`config.mk`:
```
export PLATFORM = sky130hd
export DESIGN_NAME = icache
export DESIGN_NICKNAME = d
export VERILOG_FILES = /design/src/rtl/cpu_types_pkg.sv /design/src/rtl/dp_types_pkg.sv /design/src/rtl/icache.sv
export SDC_FILE = /design/constraint.sdc
export NUM_CORES = 1
export LEC_CHECK = 0
export CORE_UTILIZATION = 30
export DETAILED_ROUTE_END_ITERATION = 12
export GPL_TIMING_DRIVEN = 0
export PLACE_DENSITY_LB_ADDON = 0.3
export SETUP_SLACK_MARGIN = 0.1
export SYNTH_ARGS = -nofsm -noshare
export SYNTH_HDL_FRONTEND = slang
export SYNTH_SLANG_ARGS = --single-unit
```
`constraint.sdc`:
```
create_clock -name CLK -period 9.05 [get_ports CLK]
set_clock_uncertainty 0.05 [all_clocks]
set_input_delay 1.3575 -clock CLK [delete_from_list [all_inputs] [get_ports CLK]]
set_output_delay 1.3575 -clock CLK [all_outputs]
set_load 0.01 [all_outputs]
```
`src/rtl/cpu_types_pkg.sv`:
```
`default_nettype none
// ============================================================================
// Module      : cpu_types_pkg
// Description : Shared CPU datapath types. Holds the instruction-cache
//               address view and frame layout for the default 16-set cache.
// Revision    : 1.0 - initial release
// ============================================================================
package cpu_types_pkg;

    localparam int ICACHE_SETS = 16;
    localparam int ICACHE_IDXW = $clog2(ICACHE_SETS);
    localparam int ICACHE_TAGW = 32 - ICACHE_IDXW - 2;

    typedef logic [31:0] word_t;

    // Fetch address split into tag / frame index / byte offset.
    typedef struct packed {
        logic [ICACHE_TAGW-1:0] tag;
        logic [ICACHE_IDXW-1:0] idx;
        logic [1:0]             bytoff;
    } icachef_t;

    // One direct-mapped frame: single instruction word.
    typedef struct packed {
        logic                   valid;
        logic [ICACHE_TAGW-1:0] tag;
        word_t                  data;
    } icache_frame_t;

endpackage
`default_nettype wire

```
`src/rtl/dp_types_pkg.sv`:
```
`default_nettype none
// ============================================================================
// Module      : dp_types_pkg
// Description : Datapath-side controller state types.
// Revision    : 1.0 - initial release
// ============================================================================
package dp_types_pkg;

    // Instruction cache controller: look up, or wait on the arbiter fill.
    typedef enum logic [0:0] {
        COMPARE = 1'b0,
        FETCH   = 1'b1
    } icache_state_t;

endpackage
`default_nettype wire

```
`src/rtl/icache.sv`:
```
`default_nettype none
// ============================================================================
// Module      : icache
// Description : Direct-mapped, one-word-per-frame instruction cache sitting
//               between the datapath fetch port and the memory arbiter.
//               Hits answer combinationally; a miss issues a single-word
//               read, fills the frame, and the request then hits.
// Revision    : 1.0 - initial release
// ----------------------------------------------------------------------------
// Ports
//   CLK, RST             clock, synchronous active-high reset
//   imemREN, imemaddr    datapath fetch request / byte address
//   ihit, imemload       instruction valid / instruction word
//   iREN, iaddr          read request / word address to the arbiter
//   iwait, iload         arbiter busy / read data
//   hit_count            saturating count of hit cycles
//   miss_count           saturating count of misses
// ============================================================================
module icache
    import cpu_types_pkg::*;
    import dp_types_pkg::*;
#(
    parameter int SETS = 16,
    parameter int CNTW = 32
) (
    input  logic            CLK,
    input  logic            RST,
    input  logic            imemREN,
    input  logic [31:0]     imemaddr,
    output logic            ihit,
    output logic [31:0]     imemload,
    output logic            iREN,
    output logic [31:0]     iaddr,
    input  logic            iwait,
    input  logic [31:0]     iload,
    output logic [CNTW-1:0] hit_count,
    output logic [CNTW-1:0] miss_count
);

    localparam int IDXW = $clog2(SETS);
    localparam int TAGW = 32 - IDXW - 2;

    icache_state_t         r_state;
    icache_state_t         w_next_state;

    logic [SETS-1:0]       r_valid;
    logic [TAGW-1:0]       r_tag  [SETS];
    word_t                 r_data [SETS];

    // Word address of the outstanding miss (byte offset is never needed).
    logic [29:0]           r_miss_waddr;

    logic [CNTW-1:0]       r_hit_count;
    logic [CNTW-1:0]       r_miss_count;

    logic [TAGW-1:0]       w_tag;
    logic [IDXW-1:0]       w_idx;
    logic [IDXW-1:0]       w_fill_idx;
    logic                  w_lookup_hit;
    logic                  w_miss;
    logic                  w_fill;
    logic                  w_unused_bytoff;

    assign w_tag           = imemaddr[31:IDXW+2];
    assign w_idx           = imemaddr[IDXW+1:2];
    assign w_fill_idx      = r_miss_waddr[IDXW-1:0];
    assign w_unused_bytoff = ^imemaddr[1:0];

    assign w_lookup_hit = imemREN & r_valid[w_idx] & (r_tag[w_idx] == w_tag);
    assign imemload     = r_data[w_idx];

    assign hit_count  = r_hit_count;
    assign miss_count = r_miss_count;

    // ------------------------------------------------------------------
    // Next state and handshake outputs
    // ------------------------------------------------------------------
    always_comb begin
        w_next_state = r_state;
        ihit         = 1'b0;
        iREN         = 1'b0;
        iaddr        = 32'h0;
        w_miss       = 1'b0;
        w_fill       = 1'b0;
        case (r_state)
            COMPARE: begin
                ihit = w_lookup_hit;
                if (imemREN && !w_lookup_hit) begin
                    w_miss       = 1'b1;
                    w_next_state = FETCH;
                end
            end
            FETCH: begin
                // The request stays up regardless of imemREN/imemaddr so the
                // arbiter never sees an abandoned read.
                iREN  = 1'b1;
                iaddr = {r_miss_waddr, 2'b00};
                if (!iwait) begin
                    w_fill       = 1'b1;
                    w_next_state = COMPARE;
                end
            end
            default: w_next_state = COMPARE;
        endcase
    end

    // ------------------------------------------------------------------
    // Control state, valid bits, miss address and statistics
    // ------------------------------------------------------------------
    always_ff @(posedge CLK) begin
        if (RST) begin
            r_state      <= COMPARE;
            r_valid      <= '0;
            r_miss_waddr <= '0;
            r_hit_count  <= '0;
            r_miss_count <= '0;
        end else begin
            r_state <= w_next_state;
            if (w_fill) begin
                r_valid[w_fill_idx] <= 1'b1;
            end
            if (w_miss) begin
                r_miss_waddr <= imemaddr[31:2];
            end
            if (ihit && (r_hit_count != '1)) begin
                r_hit_count <= r_hit_count + CNTW'(1);
            end
            if (w_miss && (r_miss_count != '1)) begin
                r_miss_count <= r_miss_count + CNTW'(1);
            end
        end
    end

    // ------------------------------------------------------------------
    // Tag and data arrays: no reset, validity is tracked by r_valid.
    // A fill racing a reset is dropped so the discarded read leaves no trace.
    // ------------------------------------------------------------------
    always_ff @(posedge CLK) begin
        if (!RST && w_fill) begin
            r_tag[w_fill_idx]  <= r_miss_waddr[29:IDXW];
            r_data[w_fill_idx] <= iload;
        end
    end

endmodule
`default_nettype wire

```
==> out/qor.csv, run 1 <==
metric,value,unit
status,finished clean,
critPathKind,primary input to output port,
worst_path_max_delay_cell,buf_1,
routed_wl,119000,um
ir_drop,169,uV
cts_hold_repair.buffers,0,
layout_common_cells,"edfxtp_1, mux4_2, clkdlybuf4s50_1",
first_iter_violations,2502,
reg2reg_setup_slack,4.54,ns
crit_top_cell,buf_2,
start_kind,primary input,
grt_pass1_vias,23183,
synth_compound_area_frac,0.0314,
initial_core_util,0.303,
via_per_inst,5.23,
critPathArrivalTime,6.99,ns
netlist.area_leader.share,0.678,
rr_endpoint,r_miss_waddr[14],
grt_pass1_wl,168000,um
clkTransAtPathRegs,0.06,ns
htreeDepth,3,
ys_seq_area_frac,0.732,
p_total,10.2,mW
syn_inst,2167,
reg2regPathDepth,11,
root_buffer,clkbuf_16,
power.leakage,15.5,nW
hold_path_depth,2,
io_buffers,188,
areaGrowthSynthToFinish,21.1,%
placementRows,135,
synth_top_family_by_area,multiplexers,
layout.nets,2578,
wl_per_cell,27.2,um
grt_max_degree,22,
cp_slowest_stage_delay,0.99,ns
clk-insertion-delay-late,0.71,ns
die_w,372,um
die_area,0.138,mm^2
hpwl,78500,um
drcViolationCount,0,
layout-drive-gt1-share,0.205,
yosys.area_share.xor_xnor,0.00724,
timing.final.hold_violations,0,
avgSynthCellArea,19.0,um^2
synth.cell_area,0.0411,mm^2
die-height,372,um
synthAdderAreaFrac,0.000609,
yosys_warnings,0,
antenna_cells,0,
tritoncts,done,
ant_nets,0,
synth_seq_cells,1039,
coreArea,0.136,mm^2
num_io_pins,198,
r2r_start,r_tag[5][24],
routed-via-count,22888,
post_cts_buffers,0,
worstPathMaxFanout,10,
min_period,8.40,ns
place_ws,0.252,ns
synth_ff_type,edfxtp_1,
synthMuxAreaShare,0.160,
firstDrtPassIters,6,
relSlewSlack,0.160,
hp-class,register to register,
critPathCaptureType,output port,
synth_simple_gate_area_share,0.0512,
cts_buffer_depth,3,
ys_async_sr_fraction,0,
setup_viol,0,
path_delay_family,buffers and inverters,
grt.total_usage,0.171,
worstHoldStart,r_valid[14],
max_cap_viol_count,0,
overflow,0,
cp_cell_sequence,buf_2 -> buf_4 -> buf_2 -> buf_2 -> buf_1 -> clkbuf_1 -> buf_1 -> mux4_2 -> mux4_2 -> clkdlybuf4s50_1,
synth_top_area_cell,edfxtp_1,
synth_enable_flop_cells,928,
synth.area.top_cells,"edfxtp_1, mux4_2, dfxtp_1",
rsz0062_at_grt,false,
holdPathEnd,r_valid[14],
whs,0.423,ns
place_congestion,0.857,
worstMarginPinSlew,1.26,ns
yosys.cell_types.count,70,
worst_slack,0.652,ns
slew_violations,0,
numClockSinks,1039,
cts_buffers,102,
pwr_density_cell,204,mW/mm^2
period_share,0.928,
final_common_cell,edfxtp_1,
cp_num_buf_inv,8,
antenna_found_initial,11,
required,7.64,ns
fmax,119,MHz
## registers in the layout (all words and copies together) (netlist names)
signal        count
hit_count        32
miss_count       32
r_data          512
r_miss_waddr     30
r_state           1
r_tag           416
r_valid          16
## how the worst max path moves through the flow
stage / start / endpoint / slack (ns) / depth (start not counted)
2_1_floorplan: imemaddr[2] / imemload[22] / 3.00 / 9
5_1_grt: imemaddr[2] / imemload[3] / 0.46 / 10
6_report: imemaddr[2] / imemload[3] / 0.65 / 10
3_5_place_dp: imemaddr[2] / imemload[30] / 0.25 / 10
4_1_cts: imemaddr[2] / imemload[30] / 0.22 / 10
3_3_place_gp: RST / r_data[13][21] / -0.86 / 4
## report_power, final
| group | internal [mW] | switching, mW | leakage (nW) |
|---|---|---|---|
| registers | 5.24 | 0.0460 | 9.14 |
| logic | 0.234 | 0.320 | 4.66 |
| clock network | 2.46 | 1.86 | 1.69 |
| total | 7.94 | 2.23 | 15.5 |
## stage by stage
stage,setup TNS [ns],cells,cell area (um^2),utilization
after floorplan,0,2168,41100,-
after global placement,-426.83,4137,45200,0.333
after detailed placement,0,4185,46300,0.342
after CTS,0,4376,49800,0.367
after global routing,0,4376,49800,0.367
final,0,4376,49800,0.367
## tightest hold or removal path: cells and delay by family, from the launching register on
kind / cells / cell delay (ns)
buffers and inverters: 1 / 0.05
flip-flops: 1 / 0.31
AO/OA/AOI/OAI: 1 / 0.07
## Yosys cell counts (6+ instances only)
cell	n
a22o_1	6
mux2i_1	112
clkbuf_1	58
a22oi_1	21
edfxtp_1	928
xnor2_1	15
o31ai_1	16
nand4_1	16
mux4_2	234
buf_4	21
nor3_1	17
nand2b_1	17
nand2_1	53
inv_1	27
and2_1	36
buf_2	20
nor4_1	13
and3_1	17
a21oi_1	60
xor2_1	19
nor2_1	72
o22ai_1	18
nor2b_1	14
nand3_1	39
and4_1	10
or3_1	37
mux2_2	12
o21ai_0	40
buf_1	19
or4_1	18
dfxtp_1	111
## layout make-up
class	instances	area, um^2
buffer	125	624
sequential	1039	30100
tap	1781	2230
fill	12465	85900
inverter	27	101
clock buffer	143	2900
clock inverter	48	541
multi-input combinational	977	10400
timing repair buffer	236	2870
## metal layers
metal / vias to the layer above / GRT usage / part of all wire
met5: - / 0 / 0.00062
met4: 12 / 0.0396 / 0.020
met3: 194 / 0.0386 / 0.078
met2: 1013 / 0.286 / 0.49
met1: 12110 / 0.224 / 0.41
li1: 9559 / - / -
## cells by family after synthesis
logic type / after synthesis
AO/OA/AOI/OAI: 199
XOR/XNOR: 34
other: 1
AND/OR/NAND/NOR: 380
multiplexers: 360
flip-flops: 1039
buffers and inverters: 152
adder cells (fa/ha/maj): 2
## repair_timing
item	4_1_cts	5_1_grt
endpoints found under the setup margin	0	1
gates resized for setup	0	4
hold endpoints to repair	0	0
Note: power is estimated with default switching activity, not from simulation.
==> run 2, diff against run 1 <==
--- a/config.mk
+++ b/config.mk
@@ -5,11 +5,13 @@
 export SDC_FILE = /design/constraint.sdc
 export NUM_CORES = 1
 export LEC_CHECK = 0
+export ABC_AREA = 0
 export CORE_UTILIZATION = 30
 export DETAILED_ROUTE_END_ITERATION = 12
 export GPL_TIMING_DRIVEN = 0
 export PLACE_DENSITY_LB_ADDON = 0.3
 export SETUP_SLACK_MARGIN = 0.1
+export SLEW_MARGIN = 25
 export SYNTH_ARGS = -nofsm -noshare
 export SYNTH_HDL_FRONTEND = slang
 export SYNTH_SLANG_ARGS = --single-unit
==> run 2 against run 1 <==
Against the previous run: via count shrank 0.59%; power grew 0.44%; combinational power is essentially flat; critical path type unchanged; final cell count grew 0.59%; register-to-register slack lost 0.04 ns.
==> out/qor.csv, run 2 (same netlist as run 1, synthesis figures left out) <==
metric,value,unit
cts_hold_repair.buffers,0,
r2r_start,r_tag[7][24],
routed-via-count,22753,
seqCellArea,0.0301,mm^2
required,7.64,ns
clk-insertion-delay-late,0.70,ns
firstDrtPassIters,6,
multi_input_area,0.0104,mm^2
grt.total_usage,0.171,
whs,0.421,ns
root_buffer,clkbuf_16,
clkPwrFrac,0.427,
internal_power,8.00,mW
place_congestion,0.857,
ir_drop,169,uV
layout.nets,2602,
crit_start,imemaddr[5],
setup_viol,0,
largest_reg_flops,512,
cts_buffers,103,
cts_resized,0,
worstPathMaxFanout,10,
combPwrFrac,0.055,
relSlewSlack,0.256,
hp-class,register to register,
worstMarginPinSlew,1.12,ns
first_iter_violations,2655,
worst_slack,1.04,ns
layout-drive-gt1-share,0.216,
routed_wl,119000,um
worst_path_max_delay_cell,clkbuf_1,
wl_per_cell,27.1,um
start_kind,primary input,
clkTransAtPathRegs,0.06,ns
areaGrowthSynthToFinish,22.9,%
overflow,0,
max_cap_viol_count,0,
place_ws,0.953,ns
status,finished clean,
p_sw_frac,0.216,
top_register,r_data,
slew_violations,0,
final_util,0.372,
cp_num_buf_inv,5,
die_area,0.138,mm^2
initial_core_util,0.303,
cp_cell_sequence,clkdlybuf4s50_1 -> buf_2 -> buf_2 -> clkbuf_1 -> mux2i_1 -> mux2i_1 -> xnor2_1 -> o2111ai_1 -> or4_1 -> nor4_1 -> clkdlybuf4s50_1,
fmax,125,MHz
critPathKind,primary input to output port,
drcViolationCount,0,
hpwl,80900,um
antenna_found_initial,12,
via_per_inst,5.17,
p_seq_frac,0.518,
num_io_pins,198,
post_cts_buffers,0,
worstHoldStart,r_valid[14],
grt_max_degree,19,
htreeDepth,3,
grt_pass1_wl,168000,um
min_period,8.01,ns
final_common_cell,edfxtp_1,
dp.cells,4207,
path_delay_family,buffers and inverters,
tritoncts,done,
grt_pass1_vias,23106,
timing.final.hold_violations,0,
layout_common_cells,"edfxtp_1, mux4_2, clkdlybuf4s50_1",
numClockSinks,1039,
placementRows,135,
ant_nets,0,
io_buffers,188,
cts_buffer_depth,3,
fillers,12360,
die_w,372,um
top_regs,"r_data (512), r_tag (416)",
die-height,372,um
rsz0062_at_grt,false,
pwr_density_cell,202,mW/mm^2
critPathArrivalTime,6.60,ns
power.leakage,15.8,nW
critPathCaptureType,output port,
period_share,0.885,
cp_slowest_stage_delay,0.79,ns
final_cell_count_no_fill,4402,
switching_power,2.21,mW
coreArea,0.136,mm^2
[run 2: cell count changes in the layout (fill, tap and decap cells not counted), sizes merged]
cell	change
bufinv	+4
clkbuf	-8
clkdlybuf4s15	-1
diode	+1
clkinv	+7
inv	-1
buf	+23
clkinvlp	+1
[run 2: final cells by class]
type                       instances  area share
inverter                          27     0.00201
tap                             1781      0.0441
buffer                           125      0.0126
clock buffer                     134      0.0559
multi-input combinational        977       0.206
timing repair buffer             259      0.0707
clock inverter                    59      0.0126
sequential                      1039       0.596
antenna                            1   0.0000495
[run 2: metal layers]
layer	share of wire	up-vias	GRT usage
met5	0.00069	-	0
met4	0.018	12	0.0340
met3	0.081	186	0.0420
met2	0.49	984	0.287
met1	0.41	11947	0.224
li1	-	9624	-
[run 2: worst register-to-register path: stages (launching register included)]
cell	delay, ns
edfxtp_1	0.35
mux4_2	0.49
a22o_1	0.26
a221oi_2	0.30
xor2_1	0.33
nand4_1	0.15
or4_1	0.70
o311ai_2	0.72
buf_2	0.37
buf_4	0.36
mux2i_1	0.26
nor2_1	0.06
[run 2: stage by stage]
stage                     setup TNS [ns]  cell area (um^2)  power (mW)
after floorplan                        0             41100        5.67
after global placement           -426.83             45200        5.93
after detailed placement               0             47000        5.95
after CTS                              0             50500        10.3
after global routing                   0             50500        10.5
final                                  0             50500        10.2
[run 2: worst paths after layout]
path | endpoint | slack (ns) | cells past startpoint
max | ihit | 1.04 | 11
min reg2reg | r_valid[14] | 0.42 | 2
max reg2reg | r_miss_waddr[16] | 4.50 | 11
min | r_valid[14] | 0.42 | 2
[run 2: power groups by stage]
stage	Clock (mW)	Combinational, mW	Sequential, mW
after CTS	4.44	0.563	5.29
final	4.36	0.556	5.29
after detailed placement	0	0.560	5.39
after global routing	4.62	0.591	5.29
after global placement	0	0.542	5.39
after floorplan	0	0.300	5.37
